--- src/rtl/cipher_harness_pkg.sv ---
// Shared types for the cipher UUT harness: sequencer states and request modes.
package cipher_harness_pkg;

    typedef enum logic [2:0] {
        IDLE = 3'd0,
        HOLD = 3'd1,
        RUN  = 3'd2,
        CAPT = 3'd3,
        DONE = 3'd4
    } state_t;

    localparam logic [1:0] MODE_ENC = 2'b00;
    localparam logic [1:0] MODE_DEC = 2'b01;
    localparam logic [1:0] MODE_RT  = 2'b10;

endpackage

--- src/rtl/cipher_uut_harness_latency_counter.sv ---
// Run-length counter for the harness: reports the cycle number of the current
// RUN cycle (1-based) and flags when that number reaches the timeout limit.
module latency_counter #(
    parameter int CNT_W   = 16,
    parameter int TIMEOUT = 4096
) (
    input  logic             clk,
    input  logic             rst,
    input  logic             clr,
    input  logic             en,
    output logic [CNT_W-1:0] value,
    output logic             tc
);

    logic [CNT_W-1:0] count_reg;

    always_ff @(posedge clk or posedge rst) begin
        if (rst) begin
            count_reg <= '0;
        end else if (clr) begin
            count_reg <= '0;
        end else if (en) begin
            count_reg <= count_reg + CNT_W'(1);
        end
    end

    // count_reg holds completed RUN cycles, so the current cycle is one more
    assign value = count_reg + CNT_W'(1);
    assign tc    = (value == CNT_W'(TIMEOUT));

endmodule

--- src/rtl/cipher_uut_harness.sv ---
// Sequencer between the autotest controller and a block-cipher UUT: resets the
// UUT, runs it, captures result and latency, with timeout and round-trip mode.
module cipher_uut_harness
    import cipher_harness_pkg::*;
#(
    parameter int   BLOCK_W    = 64,
    parameter int   KEY_W      = 80,
    parameter int   CNT_W      = 16,
    parameter int   RST_CYCLES = 4,
    parameter int   TIMEOUT    = 4096,
    parameter logic ENC_LEVEL  = 1'b1
) (
    input  logic               clk,
    input  logic               rst,
    input  logic               start_i,
    input  logic [1:0]         mode_i,
    input  logic [BLOCK_W-1:0] block_i,
    input  logic [KEY_W-1:0]   key_i,
    output logic               busy_o,
    output logic               done_o,
    output logic [BLOCK_W-1:0] block_o,
    output logic [CNT_W-1:0]   cycles_o,
    output logic               roundtrip_ok_o,
    output logic               timeout_o,
    output logic               uut_rst_o,
    output logic [BLOCK_W-1:0] uut_block_o,
    output logic [KEY_W-1:0]   uut_key_o,
    output logic               uut_encdec_o,
    input  logic [BLOCK_W-1:0] uut_block_i,
    input  logic               uut_end_i
);

    localparam int HOLD_W = (RST_CYCLES > 1) ? $clog2(RST_CYCLES) : 1;
    localparam logic [HOLD_W-1:0] HOLD_LAST = HOLD_W'(RST_CYCLES - 1);

    state_t              state_reg;
    logic                phase_reg;
    logic [1:0]          mode_reg;
    logic [BLOCK_W-1:0]  plain_reg;
    logic [HOLD_W-1:0]   hold_cnt_reg;
    logic [1:0]          mode_norm;
    logic [CNT_W-1:0]    lat_value;
    logic                lat_tc;

    // the reserved mode behaves as plain encryption
    assign mode_norm = (mode_i == 2'b11) ? MODE_ENC : mode_i;

    latency_counter #(
        .CNT_W   (CNT_W),
        .TIMEOUT (TIMEOUT)
    ) u_latency (
        .clk   (clk),
        .rst   (rst),
        .clr   (state_reg == HOLD),
        .en    (state_reg == RUN),
        .value (lat_value),
        .tc    (lat_tc)
    );

    always_ff @(posedge clk or posedge rst) begin
        if (rst) begin
            state_reg      <= IDLE;
            phase_reg      <= 1'b0;
            mode_reg       <= MODE_ENC;
            plain_reg      <= '0;
            hold_cnt_reg   <= '0;
            busy_o         <= 1'b0;
            done_o         <= 1'b0;
            block_o        <= '0;
            cycles_o       <= '0;
            roundtrip_ok_o <= 1'b0;
            timeout_o      <= 1'b0;
            uut_rst_o      <= 1'b1;
            uut_block_o    <= '0;
            uut_key_o      <= '0;
            uut_encdec_o   <= ENC_LEVEL;
        end else begin
            done_o <= 1'b0;
            case (state_reg)
                IDLE: begin
                    uut_rst_o <= 1'b1;
                    if (start_i) begin
                        plain_reg      <= block_i;
                        mode_reg       <= mode_norm;
                        uut_block_o    <= block_i;
                        uut_key_o      <= key_i;
                        uut_encdec_o   <= (mode_norm == MODE_DEC) ? ~ENC_LEVEL : ENC_LEVEL;
                        timeout_o      <= 1'b0;
                        roundtrip_ok_o <= 1'b0;
                        busy_o         <= 1'b1;
                        phase_reg      <= 1'b0;
                        hold_cnt_reg   <= '0;
                        state_reg      <= HOLD;
                    end
                end
                HOLD: begin
                    if (hold_cnt_reg == HOLD_LAST) begin
                        uut_rst_o <= 1'b0;
                        state_reg <= RUN;
                    end else begin
                        hold_cnt_reg <= hold_cnt_reg + HOLD_W'(1);
                    end
                end
                RUN: begin
                    // an end seen on the timeout cycle still counts as completion
                    if (uut_end_i && !uut_rst_o) begin
                        cycles_o  <= lat_value;
                        uut_rst_o <= 1'b1;
                        state_reg <= CAPT;
                    end else if (lat_tc) begin
                        timeout_o <= 1'b1;
                        block_o   <= '0;
                        cycles_o  <= CNT_W'(TIMEOUT);
                        uut_rst_o <= 1'b1;
                        busy_o    <= 1'b0;
                        done_o    <= 1'b1;
                        state_reg <= DONE;
                    end
                end
                CAPT: begin
                    if (!phase_reg) begin
                        block_o <= uut_block_i;
                        if (mode_reg == MODE_RT) begin
                            uut_block_o  <= uut_block_i;
                            uut_encdec_o <= ~ENC_LEVEL;
                            phase_reg    <= 1'b1;
                            hold_cnt_reg <= '0;
                            state_reg    <= HOLD;
                        end else begin
                            busy_o    <= 1'b0;
                            done_o    <= 1'b1;
                            state_reg <= DONE;
                        end
                    end else begin
                        roundtrip_ok_o <= (uut_block_i == plain_reg);
                        busy_o         <= 1'b0;
                        done_o         <= 1'b1;
                        state_reg      <= DONE;
                    end
                end
                DONE: begin
                    uut_rst_o <= 1'b1;
                    state_reg <= IDLE;
                end
                default: begin
                    state_reg <= IDLE;
                end
            endcase
        end
    end

endmodule

--- config.mk ---
export PLATFORM = sky130hd
export DESIGN_NAME = cipher_uut_harness
export DESIGN_NICKNAME = d
export VERILOG_FILES = /design/src/rtl/cipher_harness_pkg.sv /design/src/rtl/cipher_uut_harness_latency_counter.sv /design/src/rtl/cipher_uut_harness.sv
export SDC_FILE = /design/constraint.sdc
export NUM_CORES = 1
export LEC_CHECK = 0
export ABC_AREA = 1
export BUFFER_PORTS_ARGS = -buffer_cell sky130_fd_sc_hd__buf_2
export CAP_MARGIN = 0
export CORE_ASPECT_RATIO = 1.75
export CORE_UTILIZATION = 25
export DETAILED_ROUTE_END_ITERATION = 8
export HOLD_SLACK_MARGIN = 0.1
export MAX_ROUTING_LAYER = met4
export SETUP_SLACK_MARGIN = 0.02
export SLEW_MARGIN = 20
export SYNTH_ARGS = -nofsm -noshare
export SYNTH_HDL_FRONTEND = slang
export SYNTH_HIERARCHICAL = 1
export SYNTH_SLANG_ARGS = --single-unit
--- constraint.sdc ---
create_clock -name clk -period 14.4 [get_ports clk]
set_clock_uncertainty 0.2 [all_clocks]
set_input_delay 3.6 -clock clk [delete_from_list [all_inputs] [get_ports clk]]
set_output_delay 3.6 -clock clk [all_outputs]
set_load 0.01 [all_outputs]
Yosys cells after proc, flatten, opt, wreduce, memory -nomap -nowiden

Cells that the tools add are included.

Input bits: 214
Logic and storage cells: 114
Register bits after elaboration: 318

Eq/ne operators: 20
Multiplexer cells: 53
Reduce and logical (&&, ||, !) cells: 23
$add $sub $neg: 2

Operators with widths:

| cell                                                              | count |
|---|---|
| 64-bit two-way mux                                                | 6 |
| 64-bit case mux with 2 select lines                               | 2 |
| 64-bit == test                                                    | 1 |
| 16-bit two-way mux                                                | 4 |
| 1-bit two-way mux                                                 | 21 |
| 3-bit two-way mux                                                 | 6 |
| 16-bit by 1-bit adder with 16-bit output, second input constant   | 1 |
| 16-bit by 13-bit == test with 1-bit output, second input constant | 1 |
| 2-bit inequality test, second input constant                      | 8 |
| 3-bit case mux with 4 select lines                                | 1 |
| 4-bit AND reduction                                               | 3 |
| 2-bit two-way mux                                                 | 5 |
| 1-bit case mux with 2 select lines                                | 5 |
| 5-bit AND reduction                                               | 2 |
| 2-bit nonzero test                                                | 5 |
| 3-bit AND reduction                                               | 3 |
| 3-bit nonzero test                                                | 3 |
| 2-bit == test, second input constant                              | 3 |
| 3-bit by 2-bit == test with 1-bit output, second input constant   | 2 |
| 3-bit inequality test, second input constant                      | 2 |
| 1-bit case mux with 3 select lines                                | 2 |
| 2-bit case mux with 3 select lines                                | 1 |
| 2-bit AND reduction                                               | 3 |
| 3-bit by 1-bit == test with 1-bit output, second input constant   | 1 |
| 7 further kinds                                                   | 7 |

Longest topological paths before layout

Gate-level depths: netlist of the first run.

Depth in word-level cells: 6
Depth in mapped cells: 17

Modules after synthesis

The synthesis of the first run kept the hierarchy.

By module, submodules not included:

| module             | sequential area each (um2) | cells an instance | instances | area an instance (um2) |
|---|---|---|---|---|
| cipher_uut_harness | 7559.8                     | 1506              | 1         | 12964.9 |
| latency_counter    | 400.4                      | 159               | 1         | 1099.8 |

Worst setup path after synthesis of the first run

Ideal clock, no wire load.

Path kind: input -> register
From: in uut_end_i
To: reg cycles_o[0]
Stages on the path: 5
Data arrival time: 4.526 ns
Library setup time: 0.066 ns
Setup slack: 9.608 ns
Required time: 14.134 ns
Cell sequence: nand2_1 > inv_1 > o21ai_1 > clkbuf_1 > a22o_1

Cells in the longest elaborated chain, start to end: 3

RTL lines:

| item                          | line                      | RTL |
|---|---|---|
| from (decl)                   | cipher_uut_harness.sv:30  | `input logic uut_end_i` |
| 1-bit logical AND *           | cipher_uut_harness.sv:106 | `if (uut_end_i && !uut_rst_o) begin` |
| 2-bit nonzero test (no line)  | --                        |  |
| 2-bit AND reduction (no line) | --                        |  |
| to (signal assigned)          | cipher_uut_harness.sv:107 | `cycles_o <= lat_value;` |
| to (signal assigned)          | cipher_uut_harness.sv:113 | `cycles_o <= CNT_W'(TIMEOUT);` |
| to (decl)                     | cipher_uut_harness.sv:22  | `output logic [CNT_W-1:0] cycles_o,` |

Mark *: on every way between the ends. The rest lies on a longest branch, timed or not.
A chain may end at the register's enable or synchronous reset.

Worst setup path in the final report of the first run

From: in start_i
To: reg plain_reg[24]

Cells in the longest elaborated chain, start to end: 1

RTL lines:

| item                          | line                     | RTL |
|---|---|---|
| from (decl)                   | cipher_uut_harness.sv:15 | `input logic start_i,` |
| 2-bit AND reduction (no line) | --                       |  |
| to (signal assigned)          | cipher_uut_harness.sv:83 | `plain_reg <= block_i;` |
| to (decl)                     | cipher_uut_harness.sv:39 | `logic [BLOCK_W-1:0] plain_reg;` |

No other way between the ends.

==> results.sh, run 1 <==
export IMPL_crit_chain="buf_2 -> nand2_4 -> inv_6 -> buf_4 -> o21ai_0"
export IMPL_finalSetupTns_ns=0
export IMPL_port_buffers=443
export IMPL_grt_first_pass_wirelength_um=71000
export IMPL_vias=12654
export IMPL_ys_ff_latch=318
export IMPL_drive_gt1_share_pct=25.7
export IMPL_clock_latency_ns=0.52
export IMPL_critPathRequiredTime_ns=14.55
export IMPL_rsz0062_at_grt="no"
export IMPL_netlist_area_sq_um=14100
export IMPL_setup_viol=0
export IMPL_wl_um=46400
export IMPL_yosys_warnings=6
export IMPL_cts_resized=0
export IMPL_placed_cells=2738
export IMPL_fmax_mhz=178
export IMPL_die_h_um=316
export IMPL_ir_worst_vdd_mv=0.120
export IMPL_period_minus_slack_ns=5.63
export IMPL_area_growth_syn_to_layout_pct=28.1
export IMPL_overflow=0
export IMPL_critical_path_top_delay_family="buffers and inverters"
export IMPL_first_pass_iters=5
export IMPL_min_path_type="reg -> reg"
export IMPL_critPathMaxFanout=97
export IMPL_status="finished clean"
export IMPL_cts_sinks=318
export IMPL_die_area_sq_um=57200
export IMPL_top_register="uut_key_o"
export IMPL_cts_made_buffers=34
export IMPL_cts_tree="yes"
export IMPL_seq_area_frac_synth_pct=56.6
export IMPL_cts_root_buffer="clkbuf_16"
export IMPL_gp_congestion=0.955
export IMPL_drc=0
export IMPL_worstSetupEndpointType="register"
export IMPL_n_fill_cell=5860
export IMPL_max_slew_margin_pct=33.1
export IMPL_cap_viol_max_count=0
export IMPL_holdBufCountCts=0
export IMPL_start_util_pct=25.4
export IMPL_layout_nets=2294
export IMPL_final_cell_mix="nand2_1 (686), buf_2 (443), dfrtp_1 (316), nor2_1 (117), inv_1 (100)"
export IMPL_finalCritPeriodShare_pct=39.1
export IMPL_critical_path_arrival_ns=5.78
export IMPL_worstSetupPathType="in -> reg"
export IMPL_grt_pass1_vias=12885
export IMPL_detail_route_antenna_nets=0
export IMPL_core_sq_um=55300
export IMPL_clkTransAtPathRegs_ns=0.06
export IMPL_wire_per_inst_um=16.6
export IMPL_finalInstanceArea_sq_um=18000
export IMPL_io_pins=444
export IMPL_finalPower_mw=4.04
export IMPL_grt_max_degree=122
export IMPL_synth_nets=1881
export IMPL_hold_ws_ns=0.275
export IMPL_placedInstanceArea_sq_um=16900
export IMPL_drtIter0Drc=623
export IMPL_slew_violations=0
export IMPL_routed_via_density=4.52
export IMPL_final_common_cell="nand2_1"
export IMPL_die_x_um=181
export IMPL_cts_setup_buffers=0
export IMPL_hold_viol_final=0
export IMPL_crit_path_max_incr_delay_ns=0.81
export IMPL_worst_pin_slew_ns=1.00
export IMPL_syn_inst=1665
export IMPL_grt_usage_pct=16.4
export IMPL_p_per_area_nw_per_um2=224
export IMPL_h_tree_depth=2
export IMPL_leakage_nw=9.37
export IMPL_multiInputGateArea_sq_um=5310
export IMPL_largest_register_ffs=80
export IMPL_hpwl_um=33600
export IMPL_rows=114
export IMPL_stdcell_count=2802
export IMPL_cts_buffer_depth=3
export IMPL_antenna_found_initial=6
export IMPL_path_buf_inv=3
export IMPL_postSynthAreaPerCell_sq_um=8.45
export IMPL_worstSetupStartpointType="input port"
export IMPL_ys_types=35
export IMPL_regArea_sq_um=7960
export IMPL_cpMaxStageDelayCell="buf_4"
worst reg2reg max path, delay by kind of cell (launching register included):
kind / cells / cell delay [ns]
AO/OA/AOI/OAI: 2 / 0.39
flip-flops: 1 / 0.41
buffers and inverters: 6 / 2.65
AND/OR/NAND/NOR: 3 / 0.37
report_power, final:
group          switching, mW  internal (mW)  total (mW)
Clock                  0.371          0.549       0.920
Combinational          0.983          0.595        1.58
Sequential             0.246           1.30        1.55
cells in the mapped netlist, drive strengths merged:
master	instances	area [sq um]
nand2	696	2640
dfrtp	316	7910
nor2	127	522
inv	104	390
nand3	82	428
a21oi	66	330
o21ai	61	309
o21a	59	443
buf	48	307
clkbuf	29	109
xnor2	29	254
a22o	16	140
xor2	9	86.3
nor3	5	36.3
o22ai	5	31.3
nand4	4	25.0
clkinv	2	7.51
dfstp	2	52.6
ha	2	25.0
or2	2	12.5
o221ai	1	8.76
cells by family (layout without fill, tap and decap cells):
kind of cell	count (synthesis)	count (layout)	share of synthesized area (%)
AO/OA/AOI/OAI	208	208	8.98
XOR/XNOR	38	38	2.42
adder cells (fa/ha/maj)	2	2	0.178
buffers and inverters	183	618	5.78
flip-flops	318	318	56.6
other	0	6	0
AND/OR/NAND/NOR	916	916	26.0
metrics by stage:
step                setup slack, ns  util [%]
finish                         8.77      32.6
global route                   8.51      32.6
CTS                            8.77      32.5
detailed placement             8.21      30.5
global placement               8.29      30.5
floorplan                      2.26         -
area by class of cell:
| cell class | instances | area share [%] |
|---|---|---|
| inverter | 106 | 2.29 |
| sequential | 318 | 44.2 |
| timing repair buffer | 454 | 12.8 |
| tap | 696 | 4.83 |
| clock inverter | 11 | 0.930 |
| multi-input combinational | 1164 | 29.5 |
| antenna | 6 | 0.0833 |
| clock buffer | 47 | 5.44 |
per-layer routing:
metal / part of all wire (%) / vias to the layer above / global-route usage, %
met5: 0 / - / -
met1: 38 / 6042 / 17.4
li1: - / 6057 / -
met2: 52 / 451 / 29.2
met4: 4.6 / 0 / 8.49
met3: 5.7 / 104 / 2.87
path summary, 6_finish.rpt:
path / start / endpoint / slack (ns) / cells past startpoint
setup / recovery: start_i / plain_reg[24] / 8.77 / 5
hold / removal: uut_key_o[21] / uut_key_o[21] / 0.28 / 2
setup reg to reg: state_reg[2] / block_o[49] / 10.30 / 11
hold reg to reg: uut_key_o[21] / uut_key_o[21] / 0.28 / 2
max in group asynchronous: rst / block_o[16] / 8.89 / 4
min in group asynchronous: rst / cycles_o[8] / 3.03 / 2
(Power assumes the default switching activity.)
==> run 2, diff against run 1 <==
clock period = 4.55 ns   (was 14.4 ns; I/O delays follow)
==> results.sh, run 2 (synthesized netlist as in run 1, its figures left out) <==
export IMPL_largest_register_ffs=80
export IMPL_worst_pin_slew_ns=1.01
export IMPL_first_pass_iters=5
export IMPL_die_h_um=316
export IMPL_grt_usage_pct=16.9
export IMPL_placedInstanceArea_sq_um=17000
export IMPL_worstSetupEndpointType="register"
export IMPL_layout_nets=2304
export IMPL_regArea_sq_um=7960
export IMPL_grt_pass1_vias=12986
export IMPL_leakage_nw=9.48
export IMPL_cts_sinks=318
export IMPL_status="finished clean"
export IMPL_power_frac_seq_pct=37.3
export IMPL_p_per_area_nw_per_um2=715
export IMPL_routed_via_density=4.52
export IMPL_internal_power_mw=7.86
export IMPL_antenna_found_initial=11
export IMPL_clkPwrFrac_pct=23.5
export IMPL_n_fill_cell=5835
export IMPL_cts_buffer_depth=3
export IMPL_cts_resized=0
export IMPL_clkTransAtPathRegs_ns=0.07
export IMPL_worstSetupStartpointType="register"
export IMPL_die_x_um=181
export IMPL_cts_root_buffer="clkbuf_16"
export IMPL_min_path_type="reg -> reg"
export IMPL_detail_route_antenna_nets=0
export IMPL_h_tree_depth=2
export IMPL_drive_gt1_share_pct=26.4
export IMPL_final_cell_mix="nand2_1 (686), buf_2 (443), dfrtp_1 (316), nor2_1 (117), inv_1 (100)"
export IMPL_wire_per_inst_um=16.8
export IMPL_worstSetupPathType="reg -> reg"
export IMPL_cts_tree="yes"
export IMPL_die_area_sq_um=57200
export IMPL_multiInputGateArea_sq_um=5310
export IMPL_area_growth_syn_to_layout_pct=29.8
export IMPL_vias=12761
export IMPL_slew_violations=0
export IMPL_gp_congestion=0.932
export IMPL_io_pins=444
export IMPL_hpwl_um=34800
export IMPL_start_util_pct=25.4
export IMPL_grt_max_degree=88
export IMPL_grt_first_pass_wirelength_um=72400
export IMPL_final_common_cell="nand2_1"
export IMPL_critPathRequiredTime_ns=4.81
export IMPL_top_register="uut_key_o"
export IMPL_finalSetupTns_ns=0
export IMPL_holdBufCountCts=0
export IMPL_max_slew_margin_pct=32.4
export IMPL_setup_viol=0
export IMPL_rows=114
export IMPL_wl_um=47400
export IMPL_overflow=0
export IMPL_cts_made_buffers=35
export IMPL_sw_frac_of_total_pct=39.8
export IMPL_core_sq_um=55300
export IMPL_final_util_pct=33.0
export IMPL_drc=0
export IMPL_switchingPower_mw=5.19
export IMPL_rsz0062_at_grt="no"
export IMPL_cts_setup_buffers=0
export IMPL_finalCritPeriodShare_pct=74.0
export IMPL_ir_worst_vdd_mv=0.355
export IMPL_clock_latency_ns=0.53
export IMPL_finalInstanceArea_sq_um=18300
export IMPL_hold_viol_final=0
export IMPL_period_minus_slack_ns=3.37
export IMPL_cap_viol_max_count=0
export IMPL_combPwrFrac_pct=39.2
export IMPL_drtIter0Drc=580
export IMPL_critPathMaxFanout=34
export IMPL_critical_path_arrival_ns=3.62
export IMPL_fmax_mhz=297
export IMPL_port_buffers=443
-- run 2: cell count changes in the layout (fill, tap and decap cells not counted), moves of 3 or more --
| cell | before | now |
|---|---|---|
| clkbuf_1 | 6 | 2 |
| diode_2 | 6 | 11 |
| clkinv_2 | 3 | 6 |
| inv_6 | 2 | 5 |
| buf_4 | 11 | 14 |
| buf_12 | 0 | 6 |
-- run 2: power by group through the flow --
stage          Combinational, mW  Clock [mW]  Sequential, mW
6_report                    5.12        3.06            4.87
5_1_grt                     5.74        3.25            5.01
4_1_cts                     5.22        3.17            4.87
3_5_place_dp                5.21           0            4.89
3_3_place_gp                5.09           0            4.85
2_1_floorplan               2.80           0            5.22
-- run 2: critical path, cell delays in order (launching register included) --
cell and delay, ns:
dfrtp_1 0.48, nand3_1 0.18, nor2_1 0.36, nand4_1 0.14, nand2_1 0.15, nand2_1 0.06, nor2_1 0.13, nand2_1 0.08
nor2_2 0.19, nand2_1 0.18, o21ai_4 0.38, buf_4 0.47, nor2_1 0.09, a21oi_1 0.16
-- run 2: through the flow --
stage	hold slack, ns	worst slack, ns	power (mW)	std cells
5_1_grt	0.295	0.942	14.0	2822
3_5_place_dp	0.259	1.27	10.1	2747
3_3_place_gp	0.257	1.32	9.94	2747
2_1_floorplan	0.264	-0.801	8.02	1665
6_report	0.277	1.18	13.0	2822
4_1_cts	0.278	1.23	13.3	2811
-- run 2: path summary, 6_finish.rpt --
path / startpoint / to / slack (ns) / depth (start not counted)
max: u_latency/count_reg[2] / block_o[33] / 1.18 / 13
min: uut_key_o[73] / uut_key_o[73] / 0.28 / 2
max reg2reg: u_latency/count_reg[2] / block_o[33] / 1.18 / 13
min reg2reg: uut_key_o[73] / uut_key_o[73] / 0.28 / 2
max in group asynchronous: rst / block_o[11] / 2.74 / 3
min in group asynchronous: rst / u_latency/count_reg[3] / 0.54 / 2
-- run 2: metal layers --
metal	up-vias	track usage, %	wire length [um]
met5	-	-	0
met4	0	9.96	2290
met3	122	3.03	2790
met2	479	29.4	24600
met1	6079	17.9	17700
li1	6081	-	-
-- run 2: area by class of cell --
cell class	count	area share, %
well taps	696	4.77
clock inverters	19	1.28
diodes	11	0.151
clock buffers	45	5.50
inverters	106	2.23
flip-flops and latches	318	43.6
multi-input cells	1164	29.1
repair buffers	463	13.4
==> run 3, diff against run 2 <==
clock period = 3.2 ns   (was 4.55 ns; I/O delays follow)
==> results.sh, run 3 (synthesized netlist as in run 1, its figures left out) <==
export IMPL_status="finished clean"
export IMPL_worstSetupStartpointType="register"
export IMPL_leakage_nw=9.51
export IMPL_clkTransAtPathRegs_ns=0.06
export IMPL_worstSetupPathType="reg -> reg"
export IMPL_stdcell_count=2824
export IMPL_die_x_um=181
export IMPL_min_path_type="in -> reg"
export IMPL_worst_r2r_endpoint="block_o[35]"
export IMPL_holdBufCountCts=1
export IMPL_fmax_mhz=349
export IMPL_cts_sinks=318
export IMPL_top_register="uut_key_o"
export IMPL_grt_usage_pct=17.2
export IMPL_hold_viol_final=0
export IMPL_io_pins=444
export IMPL_gp_congestion=0.898
export IMPL_cts_resized=0
export IMPL_cap_viol_max_count=0
export IMPL_power_frac_seq_pct=37.3
export IMPL_cts_buffer_depth=3
export IMPL_finalSetupTns_ns=0
export IMPL_fin_ws_ns=0.334
export IMPL_drtIter0Drc=517
export IMPL_worstReg2RegStart="u_latency/count_reg[1]"
export IMPL_worstSetupEndpointType="register"
export IMPL_cts_tree="yes"
export IMPL_critPathRequiredTime_ns=3.45
export IMPL_first_pass_iters=5
export IMPL_hpwl_um=36100
export IMPL_overflow=0
export IMPL_rsz0062_at_grt="no"
export IMPL_area_growth_syn_to_layout_pct=30.4
export IMPL_worst_pin_slew_ns=0.703
export IMPL_finalCritPeriodShare_pct=89.6
export IMPL_vias=12632
export IMPL_place_ws_ns=0.381
export IMPL_reg2regPathDepth=16
export IMPL_grt_max_degree=84
export IMPL_placed_cells=2755
export IMPL_die_h_um=316
export IMPL_detail_route_antenna_nets=0
export IMPL_endpoint="block_o[35]"
export IMPL_cts_made_buffers=35
export IMPL_slew_violations=0
export IMPL_final_common_cell="nand2_1"
export IMPL_sw_frac_of_total_pct=39.7
export IMPL_p_per_area_nw_per_um2=1010
export IMPL_wl_um=48400
export IMPL_grt_first_pass_wirelength_um=73700
export IMPL_finalPower_mw=18.6
export IMPL_switchingPower_mw=7.36
export IMPL_ir_worst_vdd_mv=0.504
export IMPL_cts_setup_buffers=0
export IMPL_start_util_pct=25.4
export IMPL_clkPwrFrac_pct=22.7
export IMPL_cts_root_buffer="clkbuf_16"
export IMPL_port_buffers=443
export IMPL_max_slew_margin_pct=53.1
export IMPL_h_tree_depth=2
export IMPL_drive_gt1_share_pct=26.2
export IMPL_wire_per_inst_um=17.1
export IMPL_routed_via_density=4.47
export IMPL_drc=0
export IMPL_hold_ws_ns=0.263
export IMPL_clock_latency_ns=0.52
export IMPL_die_area_sq_um=57200
export IMPL_core_sq_um=55300
export IMPL_period_minus_slack_ns=2.87
export IMPL_combPwrFrac_pct=39.9
export IMPL_rows=114
export IMPL_critPathMaxFanout=68
export IMPL_antenna_found_initial=8
export IMPL_largest_register_ffs=80
export IMPL_r2r_slack_ns=0.33
export IMPL_layout_nets=2313
export IMPL_setup_viol=0
export IMPL_grt_pass1_vias=13080
export IMPL_internal_power_mw=11.2
export IMPL_final_cell_mix="nand2_1 (686), buf_2 (443), dfrtp_1 (316), nor2_1 (117), inv_1 (100)"
export IMPL_cp_startpoint="u_latency/count_reg[1]"
export IMPL_critical_path_arrival_ns=3.12
## run 3: cell types whose count changed in the layout (fill, tap and decap cells not counted)
cell,change
buf_12,+7
buf_4,+1
clkbuf_1,+7
clkbuf_16,+1
clkbuf_8,-4
clkinv_2,-3
clkinv_8,-1
diode_2,-3
dlygate4sd3_1,+1
inv_6,-4
## run 3: metal layers
| layer | global-route usage (%) | share of wire, % | up-vias |
|---|---|---|---|
| met5 | - | 0 | - |
| met4 | 7.67 | 3.9 | 0 |
| met3 | 2.91 | 4.8 | 95 |
| met2 | 31.0 | 53 | 416 |
| met1 | 18.5 | 38 | 6037 |
| li1 | - | - | 6084 |
## run 3: final cells by class
cell class,count,area [sq um]
Antenna cell,8,20.0
Clock buffer,49,1000
Clock inverter,11,168
Fill cell,5844,37000
Inverter,106,407
Multi-Input combinational cell,1164,5310
Sequential cell,318,7960
Tap cell,696,871
Timing Repair Buffer,472,2600
## run 3: metrics by stage
step,area (sq um),utilization [%]
floorplan,14100,-
global placement,17100,31.0
detailed placement,17100,31.0
CTS,18300,33.1
global route,18300,33.1
finish,18300,33.1
## run 3: worst min path at each step
stage / from / end / slack (ns) / cells after the start
after floorplan: hold_cnt_reg[0] / hold_cnt_reg[0] / 0.26 / 1
after global placement: uut_key_o[53] / uut_key_o[53] / 0.26 / 2
after detailed placement: uut_key_o[17] / uut_key_o[17] / 0.26 / 2
after CTS: key_i[74] / uut_key_o[74] / 0.23 / 3
after global routing: key_i[65] / uut_key_o[65] / 0.25 / 3
final: key_i[65] / uut_key_o[65] / 0.26 / 3
## run 3: power groups by stage
stage	registers (mW)	logic [mW]	clock network (mW)
after floorplan	7.43	3.98	0
after global placement	6.90	7.40	0
after detailed placement	6.95	7.56	0
after CTS	6.93	7.57	4.39
after global routing	7.13	8.34	4.50
final	6.92	7.41	4.22
## run 3: critical path, stage by stage, from the launching register on
cell,delay (ns)
dfrtp_1,0.41
ha_1,0.26
nand2_2,0.10
nor2_4,0.17
nand2_2,0.09
nand2_1,0.09
nand2_2,0.08
nor2_2,0.08
nand2_1,0.05
nor2_1,0.08
nand2_1,0.08
nor2_2,0.18
nand2_1,0.18
o21ai_4,0.13
buf_12,0.28
nor2_1,0.08
a21oi_1,0.14
